$ cat src/rtl/fpu_share_arbiter_if.sv
// Request/response and FPU-side signal bundle for fpu_share_arbiter.
// slave: the arbiter's view. master: the requesters and the FPU.
interface fpu_share_arbiter_if #(
  parameter int unsigned WIDTH = 32
);
  logic             req_valid_0;
  logic [1:0]       req_op_0;
  logic [WIDTH-1:0] req_a_0;
  logic [WIDTH-1:0] req_b_0;
  logic             req_ready_0;
  logic             resp_valid_0;
  logic [WIDTH-1:0] resp_result_0;
  logic             resp_error_0;

  logic             req_valid_1;
  logic [1:0]       req_op_1;
  logic [WIDTH-1:0] req_a_1;
  logic [WIDTH-1:0] req_b_1;
  logic             req_ready_1;
  logic             resp_valid_1;
  logic [WIDTH-1:0] resp_result_1;
  logic             resp_error_1;

  logic [WIDTH-1:0] fpu_operand_1;
  logic [WIDTH-1:0] fpu_operand_2;
  logic [1:0]       fpu_operation;
  logic [WIDTH-1:0] fpu_result;
  logic             fpu_ready;

  modport slave (
    input  req_valid_0, req_op_0, req_a_0, req_b_0,
    output req_ready_0, resp_valid_0, resp_result_0, resp_error_0,
    input  req_valid_1, req_op_1, req_a_1, req_b_1,
    output req_ready_1, resp_valid_1, resp_result_1, resp_error_1,
    output fpu_operand_1, fpu_operand_2, fpu_operation,
    input  fpu_result, fpu_ready
  );

  modport master (
    output req_valid_0, req_op_0, req_a_0, req_b_0,
    input  req_ready_0, resp_valid_0, resp_result_0, resp_error_0,
    output req_valid_1, req_op_1, req_a_1, req_b_1,
    input  req_ready_1, resp_valid_1, resp_result_1, resp_error_1,
    input  fpu_operand_1, fpu_operand_2, fpu_operation,
    output fpu_result, fpu_ready
  );
endinterface

$ cat src/rtl/fpu_share_arbiter.sv
// Round-robin sharing of one Fixed_Point_Unit between the execute stage
// (requester 0) and the coprocessor port (requester 1). One operation in
// flight; operands held on the FPU until it answers or the timeout fires.
module fpu_share_arbiter #(
  parameter int unsigned WIDTH   = 32,
  parameter int unsigned TIMEOUT = 64
) (
  input  logic                 clk,
  input  logic                 reset,
  fpu_share_arbiter_if.slave   bus,
  output logic                 busy
);

  localparam logic [1:0] FPU_ADD  = 2'b00;
  localparam logic [1:0] FPU_SUB  = 2'b01;
  localparam logic [1:0] FPU_MUL  = 2'b10;
  localparam logic [1:0] FPU_SQRT = 2'b11;

  typedef enum logic [1:0] {IDLE, ISSUE, WAIT, RESP} state_t;

  state_t           state;
  logic             last_grant;
  logic             grant_id;
  logic [1:0]       op_q;
  logic [WIDTH-1:0] a_q;
  logic [WIDTH-1:0] b_q;
  logic [WIDTH-1:0] result_q;
  logic             error_q;
  logic             resp_valid_q;
  logic [7:0]       tcount;

  logic any_valid;
  logic grant_sel;

  // Arbitration: a lone requester wins; on a tie the one not granted last wins.
  always_comb begin
    any_valid = bus.req_valid_0 | bus.req_valid_1;
    grant_sel = (bus.req_valid_0 & bus.req_valid_1) ? ~last_grant : bus.req_valid_1;
  end

  // Ready is combinational in IDLE; the response pulse is masked while reset
  // is asserted so a response caught in RESP never reaches a requester.
  assign bus.req_ready_0   = (state == IDLE) & ~reset & any_valid & ~grant_sel;
  assign bus.req_ready_1   = (state == IDLE) & ~reset & any_valid &  grant_sel;
  assign bus.resp_valid_0  = resp_valid_q & ~grant_id & ~reset;
  assign bus.resp_valid_1  = resp_valid_q &  grant_id & ~reset;
  assign bus.resp_error_0  = error_q & ~grant_id;
  assign bus.resp_error_1  = error_q &  grant_id;
  assign bus.resp_result_0 = result_q;
  assign bus.resp_result_1 = result_q;
  assign bus.fpu_operand_1 = a_q;
  assign bus.fpu_operand_2 = b_q;
  assign bus.fpu_operation = op_q;
  assign busy              = (state != IDLE);

  // Control FSM; op/a/b registers double as the FPU drive and are zeroed
  // (op=ADD) outside ISSUE/WAIT to keep the multiply sequencer parked.
  always_ff @(posedge clk) begin
    if (reset) begin
      state        <= IDLE;
      last_grant   <= 1'b1;
      grant_id     <= 1'b0;
      op_q         <= FPU_ADD;
      a_q          <= '0;
      b_q          <= '0;
      result_q     <= '0;
      error_q      <= 1'b0;
      resp_valid_q <= 1'b0;
      tcount       <= '0;
    end else begin
      case (state)
        IDLE: begin
          if (any_valid) begin
            grant_id   <= grant_sel;
            last_grant <= grant_sel;
            op_q       <= grant_sel ? bus.req_op_1 : bus.req_op_0;
            a_q        <= grant_sel ? bus.req_a_1  : bus.req_a_0;
            b_q        <= grant_sel ? bus.req_b_1  : bus.req_b_0;
            state      <= ISSUE;
          end
        end
        ISSUE: begin
          tcount <= '0;
          case (op_q)
            FPU_ADD, FPU_SUB: begin
              result_q     <= bus.fpu_result;
              error_q      <= 1'b0;
              resp_valid_q <= 1'b1;
              op_q         <= FPU_ADD;
              a_q          <= '0;
              b_q          <= '0;
              state        <= RESP;
            end
            FPU_MUL, FPU_SQRT: state <= WAIT;
            default:           state <= WAIT;
          endcase
        end
        WAIT: begin
          if (bus.fpu_ready) begin
            result_q     <= bus.fpu_result;
            error_q      <= 1'b0;
            resp_valid_q <= 1'b1;
            op_q         <= FPU_ADD;
            a_q          <= '0;
            b_q          <= '0;
            state        <= RESP;
          end else if (tcount == 8'(TIMEOUT - 1)) begin
            result_q     <= '0;
            error_q      <= 1'b1;
            resp_valid_q <= 1'b1;
            op_q         <= FPU_ADD;
            a_q          <= '0;
            b_q          <= '0;
            state        <= RESP;
          end else begin
            tcount <= tcount + 8'd1;
          end
        end
        RESP: begin
          resp_valid_q <= 1'b0;
          error_q      <= 1'b0;
          result_q     <= '0;
          state        <= IDLE;
        end
        default: state <= IDLE;
      endcase
    end
  end

endmodule

$ cat src/flat_wrapper.sv
// flat-port wrapper written by rule: the top's interface ports become plain ports
module fpu_share_arbiter_flat 
#(
  parameter int unsigned WIDTH   = 32,
  parameter int unsigned TIMEOUT = 64
)
  (clk, reset, busy, bus_req_valid_0, bus_req_op_0, bus_req_a_0, bus_req_b_0, bus_req_ready_0, bus_resp_valid_0, bus_resp_result_0, bus_resp_error_0, bus_req_valid_1, bus_req_op_1, bus_req_a_1, bus_req_b_1, bus_req_ready_1, bus_resp_valid_1, bus_resp_result_1, bus_resp_error_1, bus_fpu_operand_1, bus_fpu_operand_2, bus_fpu_operation, bus_fpu_result, bus_fpu_ready);
  fpu_share_arbiter_if #(.WIDTH(WIDTH)) bus_i ();
  input  logic clk;
  input  logic reset;
  output logic busy;
  input wire logic [$bits(bus_i.req_valid_0)-1:0] bus_req_valid_0;
  input wire logic [$bits(bus_i.req_op_0)-1:0] bus_req_op_0;
  input wire logic [$bits(bus_i.req_a_0)-1:0] bus_req_a_0;
  input wire logic [$bits(bus_i.req_b_0)-1:0] bus_req_b_0;
  output wire logic [$bits(bus_i.req_ready_0)-1:0] bus_req_ready_0;
  output wire logic [$bits(bus_i.resp_valid_0)-1:0] bus_resp_valid_0;
  output wire logic [$bits(bus_i.resp_result_0)-1:0] bus_resp_result_0;
  output wire logic [$bits(bus_i.resp_error_0)-1:0] bus_resp_error_0;
  input wire logic [$bits(bus_i.req_valid_1)-1:0] bus_req_valid_1;
  input wire logic [$bits(bus_i.req_op_1)-1:0] bus_req_op_1;
  input wire logic [$bits(bus_i.req_a_1)-1:0] bus_req_a_1;
  input wire logic [$bits(bus_i.req_b_1)-1:0] bus_req_b_1;
  output wire logic [$bits(bus_i.req_ready_1)-1:0] bus_req_ready_1;
  output wire logic [$bits(bus_i.resp_valid_1)-1:0] bus_resp_valid_1;
  output wire logic [$bits(bus_i.resp_result_1)-1:0] bus_resp_result_1;
  output wire logic [$bits(bus_i.resp_error_1)-1:0] bus_resp_error_1;
  output wire logic [$bits(bus_i.fpu_operand_1)-1:0] bus_fpu_operand_1;
  output wire logic [$bits(bus_i.fpu_operand_2)-1:0] bus_fpu_operand_2;
  output wire logic [$bits(bus_i.fpu_operation)-1:0] bus_fpu_operation;
  input wire logic [$bits(bus_i.fpu_result)-1:0] bus_fpu_result;
  input wire logic [$bits(bus_i.fpu_ready)-1:0] bus_fpu_ready;
  assign bus_i.req_valid_0 = bus_req_valid_0;
  assign bus_i.req_op_0 = bus_req_op_0;
  assign bus_i.req_a_0 = bus_req_a_0;
  assign bus_i.req_b_0 = bus_req_b_0;
  assign bus_req_ready_0 = bus_i.req_ready_0;
  assign bus_resp_valid_0 = bus_i.resp_valid_0;
  assign bus_resp_result_0 = bus_i.resp_result_0;
  assign bus_resp_error_0 = bus_i.resp_error_0;
  assign bus_i.req_valid_1 = bus_req_valid_1;
  assign bus_i.req_op_1 = bus_req_op_1;
  assign bus_i.req_a_1 = bus_req_a_1;
  assign bus_i.req_b_1 = bus_req_b_1;
  assign bus_req_ready_1 = bus_i.req_ready_1;
  assign bus_resp_valid_1 = bus_i.resp_valid_1;
  assign bus_resp_result_1 = bus_i.resp_result_1;
  assign bus_resp_error_1 = bus_i.resp_error_1;
  assign bus_fpu_operand_1 = bus_i.fpu_operand_1;
  assign bus_fpu_operand_2 = bus_i.fpu_operand_2;
  assign bus_fpu_operation = bus_i.fpu_operation;
  assign bus_i.fpu_result = bus_fpu_result;
  assign bus_i.fpu_ready = bus_fpu_ready;
  fpu_share_arbiter #(.WIDTH(WIDTH), .TIMEOUT(TIMEOUT)) u_core (.clk(clk), .reset(reset), .bus(bus_i), .busy(busy));
endmodule
$ cat config.mk
export PLATFORM = sky130hd
export DESIGN_NAME = fpu_share_arbiter_flat
export DESIGN_NICKNAME = d
export VERILOG_FILES = /design/src/rtl/fpu_share_arbiter_if.sv /design/src/rtl/fpu_share_arbiter.sv /design/src/flat_wrapper.sv
export SDC_FILE = /design/constraint.sdc
export NUM_CORES = 1
export LEC_CHECK = 0
export BUFFER_PORTS_ARGS = -buffer_cell sky130_fd_sc_hd__buf_4
export CORE_AREA = 2 2 119 121
export CTS_BUF_LIST = sky130_fd_sc_hd__clkbuf_16
export CTS_CLUSTER_SIZE = 16
export DETAILED_ROUTE_END_ITERATION = 6
export DIE_AREA = 0 0 121 123
export PLACE_DENSITY = 0.76
export SLEW_MARGIN = 20
export SYNTH_ARGS = -nofsm -noshare
export SYNTH_HDL_FRONTEND = slang
export SYNTH_SLANG_ARGS = --single-unit
$ cat constraint.sdc
create_clock -name clk -period 2.7 [get_ports clk]
set_input_delay 0.54 -clock clk [delete_from_list [all_inputs] [get_ports clk]]
set_output_delay 0.54 -clock clk [all_outputs]
set_load 0.03 [all_outputs]
==> results.yml, run 1 <==
run_status:
  outcome: "finished clean"
floorplan:
  rows: 43
  start_util_pct: 42.3
  dieArea_um2: 14900
  die_w_um: 121
  io_pins: 306
  dieHeight_um: 123
  coreArea_um2: 13600
worst_setup_path:
  reg2reg_slack_ns: 0.38
  cp_slowest_cell: "or4_1"
  path_class: "flip-flop to flip-flop"
  start_kind: "flip-flop"
  cp_max_fo: 72
  path_cells: "inv_1 > ha_1 > nor3b_1 > a211o_2 > buf_12 > or4_1 > a21oi_1"
  worstPathArrival_ns: 2.60
  max_stage_delay_ns: 0.50
  cp-end-kind: "flip-flop"
  critPathRequiredTime_ns: 2.98
cells_and_area:
  drive_gt1_share_pct: 38.2
  final_cell_mix: "buf_4 (313), dfxtp_1 (112), o21ai_0 (99)"
  nNetsFinal: 1063
  final_common_cell: "buf_4"
  final_util_pct: 60.2
  fillers: 1230
  syn_to_final_growth_pct: 42.4
grt:
  grt_max_degree: 73
  gr-total-overflow: 0
  grt_pass1_wl_um: 27200
  track_usage_pct: 23.2
  antenna_found_initial: 1
  grt_pass1_vias: 5211
place:
  pre_cts_slack_ns: 0.412
  io_buffers: 305
  finalWeightedCongestion: 0.819
  dp_hpwl_um: 12900
logic_synthesis:
  ys.flop_type: "dfxtp_1"
  syn_nets: 835
  synthCells: 660
  synth-edff-count: 0
  ys_warn_count: 0
  synth_area_per_cell_um2: 8.72
  synth-seq-area-share_pct: 38.9
  synth_cell_type_count: 38
  ys_async_sr_fraction_pct: 0
  synth_seq_cells: 112
  syn_area_um2: 5760
route:
  wire_per_inst_um: 16.9
  vias: 5743
  routed_wl_um: 18100
  drtIter0Drc: 308
  detail-route-antenna-nets: 0
  drc: 0
  drt_first_pass_iters: 5
  via_per_inst: 5.35
job:
  drv_cap: 0
timing:
  clock_skew_ns: 0.00898
  slew_headroom_pct: 59.0
  worst_pin_slew_ns: 0.614
  final.setup.tns_ns: 0
  slew_violations: 0
  hold_viol: 0
  fin_crit_ns: 2.32
  fin_crit_sh_pct: 85.8
  fmax_mhz: 432
  rsz0062_at_grt: "no"
  setup_slack_ns: 0.383
  setup_viol: 0
clock_tree:
  clock_sinks: 112
  path_clk_slew_ns: 0.07
  clk-insertion-delay-late_ns: 0.36
  cts_buffer_depth: 2
  post_cts_buffers: 0
  hold_buffers: 0
  htreeDepth: 3
  numCtsBuffers: 9
  cts_tree: "done"
  cts-resized-gates: 0
  root_buffer: "clkbuf_16"
power:
  total_power_uw: 9050
  leakage_uw: 0.00356
  p_per_area_nw_per_um2: 1100
  peakVddDrop_mv: 0.533
min_path:
  min_path_type: "input port to flip-flop"
==> cells in the mapped netlist (3+ instances only) <==
cell type,number,area (um2)
or4_1,67,503
clkbuf_1,55,206
o211ai_1,3,22.5
nor2_1,4,15.0
ha_1,6,75.1
a21oi_1,74,370
a211oi_1,3,22.5
inv_1,8,30.0
o21ai_0,100,500
nor3_1,4,20.0
buf_4,33,248
nand4_1,34,213
nor2b_1,5,31.3
dfxtp_1,112,2240
buf_2,7,35.0
nand3_1,5,25.0
mux2i_1,67,671
nand2b_1,36,225
nand2_1,7,26.3
buf_6,7,78.8
==> flip-flops by register name, summed over array words and instances, names as in the netlist <==
signal                    count
u_core.error_q                1
u_core.tcount                 8
u_core.resp_valid_q           1
u_core.last_grant             1
u_core.bus.fpu_operand_2     32
u_core.bus.fpu_operation      2
u_core.bus.fpu_operand_1     32
u_core.bus.resp_result_0     32
u_core.state                  2
u_core.grant_id               1
==> worst paths after layout <==
| kind | start | end | cells past startpoint |
|---|---|---|---|
| max | u_core.state[1] | u_core.bus.fpu_operand_1[30] | 7 |
| min | bus_fpu_result[23] | u_core.bus.resp_result_0[23] | 3 |
| max reg2reg | u_core.state[1] | u_core.bus.fpu_operand_1[30] | 7 |
| min reg2reg | u_core.bus.fpu_operand_2[1] | u_core.bus.fpu_operand_2[1] | 2 |
==> cell families (layout without fill, tap and decap cells) <==
logic type | after synthesis | count (layout) | share of synthesized area [%]
compound gates | 190 | 190 | 17.5
fa+ha+maj | 6 | 6 | 1.30
buf+inv | 110 | 343 | 10.4
flops | 112 | 112 | 38.9
mux | 67 | 67 | 11.6
other cells | 0 | 1 | 0
simple gates | 175 | 175 | 20.2
==> where the power goes <==
part / switching [uW] / internal [uW]
Combinational: 3220 / 1950
Clock: 627 / 715
Sequential: 336 / 2210
==> metal layers <==
metal,vias to the layer above,routed length (um),global-route usage (%)
li1,2865,-,-
met1,2629,7370,28.2
met2,225,8800,38.5
met3,24,1540,8.12
met4,0,401,7.34
met5,-,0,0
==> layout make-up <==
cell class	count	area, um2	area share [%]
multi-input cells	438	2940	35.9
repair buffers	319	2470	30.1
flip-flops and latches	112	2240	27.4
clock buffers	9	225	2.75
well taps	180	225	2.75
clock inverters	7	63.8	0.778
inverters	8	30.0	0.366
diodes	1	2.50	0.0305
==> stage by stage <==
stage / std cells / hold slack, ns / area [um2]
floorplan: 660 / 0.453 / 5760
global placement: 1057 / 0.458 / 7910
detailed placement: 1057 / 0.465 / 7910
CTS: 1073 / 0.402 / 8200
global route: 1073 / 0.411 / 8200
finish: 1074 / 0.406 / 8200
==> critical path: cells and delay by family, from the launching register on <==
family	cells	cell delay [ns]
DFF	1	0.38
buffers and inverters	2	0.34
AOI/OAI and AO/OA	2	0.57
adders and majority gates	1	0.24
and+or+nand+nor	2	0.68
(Power assumes the default switching activity.)
==> run 2, diff against run 1 <==
--- a/config.mk
+++ b/config.mk
@@ -5,7 +5,7 @@
 export SDC_FILE = /design/constraint.sdc
 export NUM_CORES = 1
 export LEC_CHECK = 0
-export BUFFER_PORTS_ARGS = -buffer_cell sky130_fd_sc_hd__buf_4
+export BUFFER_PORTS_ARGS = -buffer_cell sky130_fd_sc_hd__buf_2
 export CORE_AREA = 2 2 119 121
 export CTS_BUF_LIST = sky130_fd_sc_hd__clkbuf_16
 export CTS_CLUSTER_SIZE = 16
==> run 2 against run 1 <==
Final cell count decreased by 0.19%. Via count rose by 0.84%. Core utilization decreased by 5.9 points. Largest cell class unchanged.
==> results.yml, run 2 (synthesis results as in run 1) <==
floorplan:
  dieHeight_um: 123
  dieArea_um2: 14900
  coreArea_um2: 13600
  rows: 43
  die_w_um: 121
  start_util_pct: 42.3
  io_pins: 306
cells_and_area:
  finalNonFillerCells: 1072
  syn_to_final_growth_pct: 28.4
  fillers: 1313
  fin_area_um2: 7390
  nNetsFinal: 1062
  final_cell_mix: "buf_2 (304), dfxtp_1 (112), o21ai_0 (99)"
  drive_gt1_share_pct: 38.2
  final_common_cell: "buf_2"
worst_setup_path:
  r2r-start: "u_core.tcount[0]"
  cp_num_buf_inv: 1
  critPathTopFamily: "compound AO/OA/AOI/OAI gates"
  cp_max_fo: 33
  start_kind: "flip-flop"
  cp-end-kind: "flip-flop"
  worstPathArrival_ns: 2.63
  path_class: "flip-flop to flip-flop"
  critPathRequiredTime_ns: 2.93
  cp_slowest_cell: "o21ai_2"
  timing.critical_path.from: "u_core.tcount[0]"
  path_cells: "ha_1 > or3b_4 > o21ai_2 > and2_1 > buf_4 > o21ai_0"
  max_stage_delay_ns: 0.53
timing:
  rsz0062_at_grt: "no"
  fmax_mhz: 417
  fin_crit_ns: 2.40
  slew_violations: 0
  final.setup.tns_ns: 0
  setup_slack_ns: 0.300
  hold_viol: 0
  setup_viol: 0
  clock_skew_ns: 0.00753
  fin_crit_sh_pct: 88.9
  worst_pin_slew_ns: 0.652
  slew_headroom_pct: 56.5
clock_tree:
  post_cts_buffers: 0
  path_clk_slew_ns: 0.07
  clk-insertion-delay-late_ns: 0.36
  clock_sinks: 112
  cts_tree: "done"
  root_buffer: "clkbuf_16"
  htreeDepth: 3
  cts_buffer_depth: 2
  cts-resized-gates: 0
  hold_buffers: 0
  numCtsBuffers: 9
min_path:
  holdCritStartpoint: "bus_fpu_result[24]"
  min_path_type: "input port to flip-flop"
place:
  finalWeightedCongestion: 0.768
  pre_cts_slack_ns: 0.370
  place_area_um2: 7130
  io_buffers: 305
  place_inst: 1056
  dp_hpwl_um: 12300
grt:
  antenna_found_initial: 4
  grt_pass1_vias: 5146
  track_usage_pct: 22.1
  gr-total-overflow: 0
  grt_pass1_wl_um: 26100
  grt_max_degree: 81
route:
  drt_first_pass_iters: 4
  detail-route-antenna-nets: 0
  drtIter0Drc: 240
  wire_per_inst_um: 16.2
  drc: 0
  via_per_inst: 5.40
  vias: 5791
  routed_wl_um: 17400
job:
  drv_cap: 0
power:
  p_per_area_nw_per_um2: 1140
  peakVddDrop_mv: 0.490
  leakage_uw: 0.00337
run_status:
  outcome: "finished clean"
-- run 2: changes by cell type in the layout (fill, tap and decap cells not counted) --
cell,delta
bufinv_16,-1
buf_4,-304
inv_1,-1
buf_12,-1
buf_2,+304
clkinvlp_4,+1
-- run 2: worst register-to-register path: stages (launching register included) --
cell     delay [ns]
dfxtp_1        0.40
ha_1           0.23
or3b_4         0.42
o21ai_2        0.53
and2_1         0.24
buf_4          0.30
o21ai_0        0.16
-- run 2: cell type report --
| cell class | count | area (um2) | area share [%] |
|---|---|---|---|
| diodes | 1 | 2.50 | 0.0339 |
| inverters | 8 | 30.0 | 0.406 |
| clock inverters | 6 | 37.5 | 0.508 |
| flip-flops and latches | 112 | 2240 | 30.3 |
| clock buffers | 9 | 225 | 3.05 |
| repair buffers | 318 | 1690 | 22.9 |
| well taps | 180 | 225 | 3.05 |
| multi-input cells | 438 | 2940 | 39.8 |
-- run 2: worst paths after layout --
kind	cells after the start	endpoint	slack, ns
worst max-delay path	6	u_core.bus.resp_result_0[26]	0.30
worst min-delay path	3	u_core.bus.resp_result_0[24]	0.41
worst max register to register	6	u_core.bus.resp_result_0[26]	0.30
worst min register to register	2	u_core.bus.fpu_operand_1[18]	0.47
-- run 2: where the power goes --
group | internal [uW] | switching, uW | total (uW)
Clock | 619 | 624 | 1240
Sequential | 2210 | 306 | 2510
Combinational | 1490 | 3180 | 4670
Total | 4320 | 4110 | 8430
-- run 2: through the flow --
stage | hold slack, ns | total power [uW] | util [%]
6_report | 0.412 | 8430 | 54.3
5_1_grt | 0.421 | 8960 | 54.3
4_1_cts | 0.397 | 8470 | 54.3
3_5_place_dp | 0.462 | 7210 | 52.3
3_3_place_gp | 0.455 | 7150 | 52.3
2_1_floorplan | 0.453 | 6060 | -
-- run 2: metal layers --
layer	vias up	wire (um)	share of wire (%)	global-route usage, %
li1	2858	-	-	-
met1	2682	6990	40	26.3
met2	220	8500	49	37.5
met3	25	1530	8.8	7.38
met4	6	307	1.8	7.41
met5	-	39	0.22	0
